File: src/rtl/pll_lock_sequencer.sv
`default_nettype none
// ============================================================================
//  Module      : pll_lock_sequencer
//  Description : Bring-up sequencer for the 8x clock-multiplier PLL. Holds the
//                PLL in reset, releases it, waits for lock with a timeout,
//                requires a settle window of continuous lock, then enables the
//                downstream clock gate. Failed attempts are retried up to
//                MAX_RETRY times before the sequencer parks in FAIL.
//                Lives in the always-on reference-clock domain.
//  Revision    : 1.0 - initial release
// ----------------------------------------------------------------------------
//  Ports
//    clk          in   1  reference clock, all logic on posedge
//    RST          in   1  synchronous active-high reset
//    start        in   1  begin bring-up (honoured in IDLE and FAIL only)
//    stop         in   1  abort to IDLE from any state; wins over start
//    pll_locked   in   1  PLL lock indication, asynchronous to clk
//    pll_rst_n    out  1  PLL reset, active-low, registered
//    clk_gate_en  out  1  multiplied-clock gate enable, registered
//    ready        out  1  high only in RUN
//    fail         out  1  high only in FAIL
//    retry_cnt    out  4  retries consumed in the current bring-up
//    state        out  3  IDLE=0 RESET_PLL=1 WAIT_LOCK=2 SETTLE=3 RUN=4 FAIL=5
// ----------------------------------------------------------------------------
//  Build option
//    PLL_AUTO_RELOCK_EN : when defined, lock loss in RUN restarts bring-up in
//                         RESET_PLL with a fresh retry budget; when undefined,
//                         lock loss in RUN parks the sequencer in FAIL.
// ============================================================================
module pll_lock_sequencer #(
    parameter int RST_CYCLES    = 16,
    parameter int LOCK_TIMEOUT  = 1024,
    parameter int SETTLE_CYCLES = 64,
    parameter int MAX_RETRY     = 3,
    parameter int CNT_W         = 12
) (
    input  logic       clk,
    input  logic       RST,
    input  logic       start,
    input  logic       stop,
    input  logic       pll_locked,
    output logic       pll_rst_n,
    output logic       clk_gate_en,
    output logic       ready,
    output logic       fail,
    output logic [3:0] retry_cnt,
    output logic [2:0] state
);

    typedef enum logic [2:0] {
        S_IDLE      = 3'd0,
        S_RESET_PLL = 3'd1,
        S_WAIT_LOCK = 3'd2,
        S_SETTLE    = 3'd3,
        S_RUN       = 3'd4,
        S_FAIL      = 3'd5
    } state_t;

    // Terminal counts are "last cycle" values: the counter starts at zero on
    // state entry, so a phase lasting N cycles ends when the counter is N-1.
    localparam logic [CNT_W-1:0] c_RST_LAST    = CNT_W'(RST_CYCLES - 1);
    localparam logic [CNT_W-1:0] c_LOCK_LAST   = CNT_W'(LOCK_TIMEOUT - 1);
    localparam logic [CNT_W-1:0] c_SETTLE_LAST = CNT_W'(SETTLE_CYCLES - 1);
    localparam logic [CNT_W-1:0] c_CNT_ZERO    = '0;
    localparam logic [CNT_W-1:0] c_CNT_ONE     = CNT_W'(1);
    localparam logic [CNT_W-1:0] c_CNT_MAX     = '1;
    localparam logic [3:0]       c_MAX_RETRY   = 4'(MAX_RETRY);

    state_t           r_state;
    logic [CNT_W-1:0] r_cnt;
    logic [3:0]       r_retry;
    logic             r_sync1;
    logic             r_locked_s;
    logic             r_pll_rst_n;
    logic             r_clk_gate_en;
    logic             r_ready;
    logic             r_fail;

    state_t           w_next_state;
    logic [CNT_W-1:0] w_next_cnt;
    logic [CNT_W-1:0] w_cnt_inc;
    logic [3:0]       w_next_retry;
    logic             w_attempt_fail;

    // Phase counter saturates rather than wrapping.
    assign w_cnt_inc = (r_cnt == c_CNT_MAX) ? r_cnt : (r_cnt + c_CNT_ONE);

    // ------------------------------------------------------------------------
    // Next-state logic. Only the synchronised lock (r_locked_s) is used here.
    // ------------------------------------------------------------------------
    always_comb begin
        w_next_state   = r_state;
        w_next_cnt     = r_cnt;
        w_next_retry   = r_retry;
        w_attempt_fail = 1'b0;

        case (r_state)
            S_IDLE: begin
                w_next_cnt = c_CNT_ZERO;
                if (start) begin
                    w_next_state = S_RESET_PLL;
                    w_next_retry = 4'd0;
                end
            end

            S_RESET_PLL: begin
                if (r_cnt >= c_RST_LAST) begin
                    w_next_state = S_WAIT_LOCK;
                    w_next_cnt   = c_CNT_ZERO;
                end else begin
                    w_next_cnt = w_cnt_inc;
                end
            end

            S_WAIT_LOCK: begin
                // Lock is checked before timeout, so lock arriving on the
                // final wait cycle still counts as success.
                if (r_locked_s) begin
                    w_next_state = S_SETTLE;
                    w_next_cnt   = c_CNT_ZERO;
                end else if (r_cnt >= c_LOCK_LAST) begin
                    w_attempt_fail = 1'b1;
                end else begin
                    w_next_cnt = w_cnt_inc;
                end
            end

            S_SETTLE: begin
                if (!r_locked_s) begin
                    w_attempt_fail = 1'b1;
                end else if (r_cnt >= c_SETTLE_LAST) begin
                    w_next_state = S_RUN;
                    w_next_cnt   = c_CNT_ZERO;
                end else begin
                    w_next_cnt = w_cnt_inc;
                end
            end

            S_RUN: begin
                w_next_cnt = c_CNT_ZERO;
                if (!r_locked_s) begin
`ifdef PLL_AUTO_RELOCK_EN
                    // Lock loss starts a fresh bring-up with a full budget.
                    w_next_state = S_RESET_PLL;
                    w_next_retry = 4'd0;
`else
                    w_next_state = S_FAIL;
`endif
                end
            end

            S_FAIL: begin
                w_next_cnt = c_CNT_ZERO;
                if (start) begin
                    w_next_state = S_RESET_PLL;
                    w_next_retry = 4'd0;
                end
            end

            default: begin
                w_next_state = S_IDLE;
                w_next_cnt   = c_CNT_ZERO;
            end
        endcase

        // Shared handling for a failed lock or settle attempt.
        if (w_attempt_fail) begin
            w_next_cnt = c_CNT_ZERO;
            if (r_retry < c_MAX_RETRY) begin
                w_next_retry = r_retry + 4'd1;
                w_next_state = S_RESET_PLL;
            end else begin
                w_next_state = S_FAIL;
            end
        end

        // Abort overrides everything; the retry count is kept for diagnosis.
        if (stop) begin
            w_next_state = S_IDLE;
            w_next_cnt   = c_CNT_ZERO;
            w_next_retry = r_retry;
        end
    end

    // ------------------------------------------------------------------------
    // State, counter, synchroniser and outputs. Outputs are decoded from the
    // next state so they change in the same cycle as the state register.
    // ------------------------------------------------------------------------
    always_ff @(posedge clk) begin
        if (RST) begin
            r_state       <= S_IDLE;
            r_cnt         <= c_CNT_ZERO;
            r_retry       <= 4'd0;
            r_sync1       <= 1'b0;
            r_locked_s    <= 1'b0;
            r_pll_rst_n   <= 1'b0;
            r_clk_gate_en <= 1'b0;
            r_ready       <= 1'b0;
            r_fail        <= 1'b0;
        end else begin
            r_sync1       <= pll_locked;
            r_locked_s    <= r_sync1;
            r_state       <= w_next_state;
            r_cnt         <= w_next_cnt;
            r_retry       <= w_next_retry;
            r_pll_rst_n   <= (w_next_state == S_WAIT_LOCK) ||
                             (w_next_state == S_SETTLE)    ||
                             (w_next_state == S_RUN);
            r_clk_gate_en <= (w_next_state == S_RUN);
            r_ready       <= (w_next_state == S_RUN);
            r_fail        <= (w_next_state == S_FAIL);
        end
    end

    assign pll_rst_n   = r_pll_rst_n;
    assign clk_gate_en = r_clk_gate_en;
    assign ready       = r_ready;
    assign fail        = r_fail;
    assign retry_cnt   = r_retry;
    assign state       = r_state;

endmodule
`default_nettype wire
File: config.mk
export PLATFORM = sky130hd
export DESIGN_NAME = pll_lock_sequencer
export DESIGN_NICKNAME = d
export VERILOG_FILES = /design/src/rtl/pll_lock_sequencer.sv
export SDC_FILE = /design/constraint.sdc
export NUM_CORES = 1
export LEC_CHECK = 0
export CORE_MARGIN = 4
export CORE_UTILIZATION = 54
export CTS_BUF_LIST = sky130_fd_sc_hd__clkbuf_4 sky130_fd_sc_hd__clkbuf_8 sky130_fd_sc_hd__clkbuf_16
export DETAILED_ROUTE_END_ITERATION = 10
export HOLD_SLACK_MARGIN = 0.05
export PLACE_DENSITY = 0.9
export SLEW_MARGIN = 15
export SYNTH_ARGS = -nofsm -noshare
export SYNTH_HDL_FRONTEND = slang
export SYNTH_SLANG_ARGS = --single-unit
File: constraint.sdc
create_clock -name clk -period 1.95 [get_ports clk]
set_input_delay 0.39 -clock clk [delete_from_list [all_inputs] [get_ports clk]]
set_output_delay 0.39 -clock clk [all_outputs]
set_load 0.01 [all_outputs]
==> results <==
- Input and output buffers added on the ports amount to 15.
- The data required time of the worst path is approximately 1600 ps.
- The share of post-route cells with drive strength above 1 is 0.139.
- The number of hold violations in the final report is 0.
- The fmax is ~540 MHz.
- The number of antenna violations at the first check in global routing is 0.
- The tightest min-delay check is of the register to register type.
- The number of buffers on the longest clock path is 2.
- The via count normalized by instance count is approximately 5.9.
- STA classifies the critical path startpoint as a register.
- The library cell used most frequently in the layout, excluding fill and tap cells, is nor2_1.
- For this design, the sink count on the clock tree is 24.
- The combined global-route utilization of all metal layers is 0.190.
- The total number of vias is 1135.
- The share of total power dissipated in sequential elements is 0.646.
- The largest individual stage delay along the critical path comes from the cell clkdlybuf4s50_1.
- The global-route wire length before repair is ~4900 um.
- The distinct cell type count after synthesis is 44.
- The share of total power dissipated in the clock network is 0.266.
- In this run the cell area measured after placement is between 0.001 and 0.0015 sq mm.
- The final global-route overflow total is 0.
- TritonCTS built the clock tree.
- For this run, the register share of the synthesized area comes to 0.381.
- Clock skew on the completed layout was measured at about 5.1 ps.
- The post-route minimum period is roughly 1800 ps.
- The maximum number of pins on one net before global-route repair is 14.
- Clock tree synthesis inserted a total of 3 buffers.
- The initial utilization of the core area, before any placement, comes to 0.571.
- From synthesis to final layout, the design area changed by 18.2%.
- The worst setup path is of the register to output pin kind.
- Data arrives at the worst endpoint at approximately 1500 ps.
- The H-tree level count is 1.
- The DRC violations left is 0.
- The number of DRC violations after detailed-routing iteration 0 is between 40 and 50.
- The tree is rooted in a clkbuf_4.
- The met1 layer wirelength in the final routing is 1210 um.
- The kind of end point of the critical path is an output pin.
- IR analysis of the VDD net gives a maximum drop of ~0.00055 V.
- The floorplan has 17 rows.
- The flow ran to the end, and the final reports show no timing, DRC or antenna violations.
- The number of iterations in the first detailed-routing pass is 5.
- The tightest hold path in the finished design has a slack of 461 ps.
- Leaving out fill and tap cells, the most frequent cells in the layout are nor2_1, dfxtp_1, clkdlybuf4s50_1.
- The average footprint of a synthesized cell is between 8 and 9 sq um.
- The die is around 56 um tall.
- The net count of the finished layout is between 150 and 200.
- The net switching fraction of the power is 0.233.
- The post-detailed-routing wire length is roughly 2700 um.
- Once layout is complete, the utilization of the core stands at 0.675.
- Setup repair after global routing could not meet its margin everywhere.
- Routability-driven placement finished with a final weighted congestion of 0.938.
- In the synthesized netlist the async set-or-reset flop fraction comes to 0.
- The number of global-route vias before repair was between 1000 and 1500.
- Together, buffers and inverters on the worst path number 1.
- The internal power of the cells totals approximately 600 uW.
- Traced cell by cell, the critical path runs through clkdlybuf4s50_1.
- The cell area power density is between 500 and 600 mW/mm^2.
- Yosys mapped a number of flops with a built-in enable equal to 0.
- After technology mapping, the gate count stands at 146.
- Once detail routing completed, the nets flagged for antenna violations numbered 0.
- The routed design uses approximately 1300 um of met2 wire.
- The mapped netlist covers 0.00126 sq mm.
- The switching power is 184 uW.
- The detailed placement HPWL is 2080 um.
- The max-capacitance violation count is 0.
- After floorplanning, the core was sized to cover roughly 0.0022 sq mm.
- Setup violations remaining at the end of the flow were counted as 0.
- The count of antenna diodes in the layout is 0.
- In the final routed layout, each cell accounts on average for between 10 and 15 um.
- The finished cells cover about 0.0015 sq mm.
- The die area is 0.00318 sq mm.
- The largest incremental delay on the critical path is 610 ps.
- The later pin in the worst-skew pair is clocked with a latency of 310 ps.
- Dividing the final minimum period by the clock period gives 0.947.
- The cell family contributing the most delay on the critical path is buffers and inverters.
- The register bit total from synthesis is 24.
- The leakage power figure is between 0.0005 and 0.0006 uW.
- Yosys printed 0 warnings.
- The die is 56.4 um wide.
- After clock tree synthesis, the clock-pin slew on the worst setup and hold paths is ~120 ps.
- Among all flip-flop cells after synthesis, the most frequent one is dfxtp_1.
- The number of pins with negative max-slew slack in the final report was 0.
- In this run the top signal layer used is met4.
- The proportion of power drawn by combinational gates is 0.088.
- During I/O placement, the number of pins put on the boundary was 16.
- In this run the worst path has a maximum fanout of 10.
- Wire segments on met3 add up to roughly 120 um in the final route.
through the flow:
step / std cells / power [uW] / worst slack (ps) / setup TNS, ps
after floorplan: 147 / 560 / 262 / 0
after global placement: 190 / 583 / 25.6 / 0
after detailed placement: 190 / 587 / -27.9 / -27.9
after CTS: 193 / 793 / 31.3 / 0
after global routing: 193 / 821 / -30.7 / -56.5
final: 193 / 788 / 102 / 0
final timing paths:
| check | startpoint | end | slack, ps | depth (start not counted) |
|---|---|---|---|---|
| worst max-delay path | state[2] | state[2] | 100 | 1 |
| worst min-delay path | r_sync1 | r_locked_s | 460 | 1 |
| worst max register to register | r_cnt[0] | retry_cnt[1] | 110 | 6 |
| worst min register to register | r_sync1 | r_locked_s | 460 | 1 |
sequential cells by signal (all words and copies together) (netlist names):
register    flops
pll_rst_n       1
fail            1
state           3
retry_cnt       4
r_cnt          12
r_sync1         1
ready           1
r_locked_s      1
cells in the mapped netlist (all sizes together), types with 2 or more instances:
cell | number | area share
nor2 | 24 | 0.071
or2 | 2 | 0.0099
and2 | 2 | 0.0099
o211ai | 3 | 0.022
nand4 | 5 | 0.042
clkbuf | 2 | 0.0059
a211oi | 2 | 0.012
nor3 | 6 | 0.028
nand3 | 4 | 0.020
ha | 2 | 0.020
nor4 | 5 | 0.040
or3 | 2 | 0.0099
inv | 2 | 0.0059
nor3b | 3 | 0.018
buf | 5 | 0.022
dfxtp | 24 | 0.38
o32a | 2 | 0.016
a31oi | 2 | 0.0099
xor2 | 4 | 0.028
o31ai | 2 | 0.023
a21oi | 6 | 0.024
a31o | 2 | 0.014
xnor2 | 5 | 0.035
nand2 | 13 | 0.039
nor2b | 5 | 0.025
nand2b | 3 | 0.015
cell families (layout without fill, tap and decap cells):
family	count (synthesis)	in the layout	synth area share
XOR/XNOR	9	9	0.0624
adder cells (fa/ha/maj)	2	2	0.0198
AND/OR/NAND/NOR	77	77	0.346
flip-flops	24	24	0.381
multiplexers	1	1	0.00793
buffers and inverters	9	27	0.0337
other	1	2	0.00297
AO/OA/AOI/OAI	23	23	0.147
what timing repair did:
action | 4_1_cts | 5_1_grt
buffers inserted | 0 | 0
setup endpoints to repair | 0 | 4
hold buffers | 0 | 0
gates resized for setup | 0 | 1
power groups by stage:
stage,combinational (uW),sequential (uW),clock [uW]
2_1_floorplan,46.4,513,0
3_3_place_gp,65.2,518,0
3_5_place_dp,67.8,519,0
4_1_cts,68.2,508,217
5_1_grt,75.2,510,235
6_report,69.5,509,210
routing by layer:
layer | vias to the layer above | global-route usage
met4 | 0 | 0.102
met1 | 533 | 0.220
met2 | 37 | 0.329
met5 | - | 0
met3 | 8 | 0.0345
li1 | 557 | -
layout make-up:
cell class,instances,area [sq um]
clock buffer,3,22.5
fill,186,719
inverter,2,7.51
multi-input combinational,114,743
sequential,24,482
tap,28,35.0
timing repair buffer,22,203
Power figures use the tool's default switching activity.
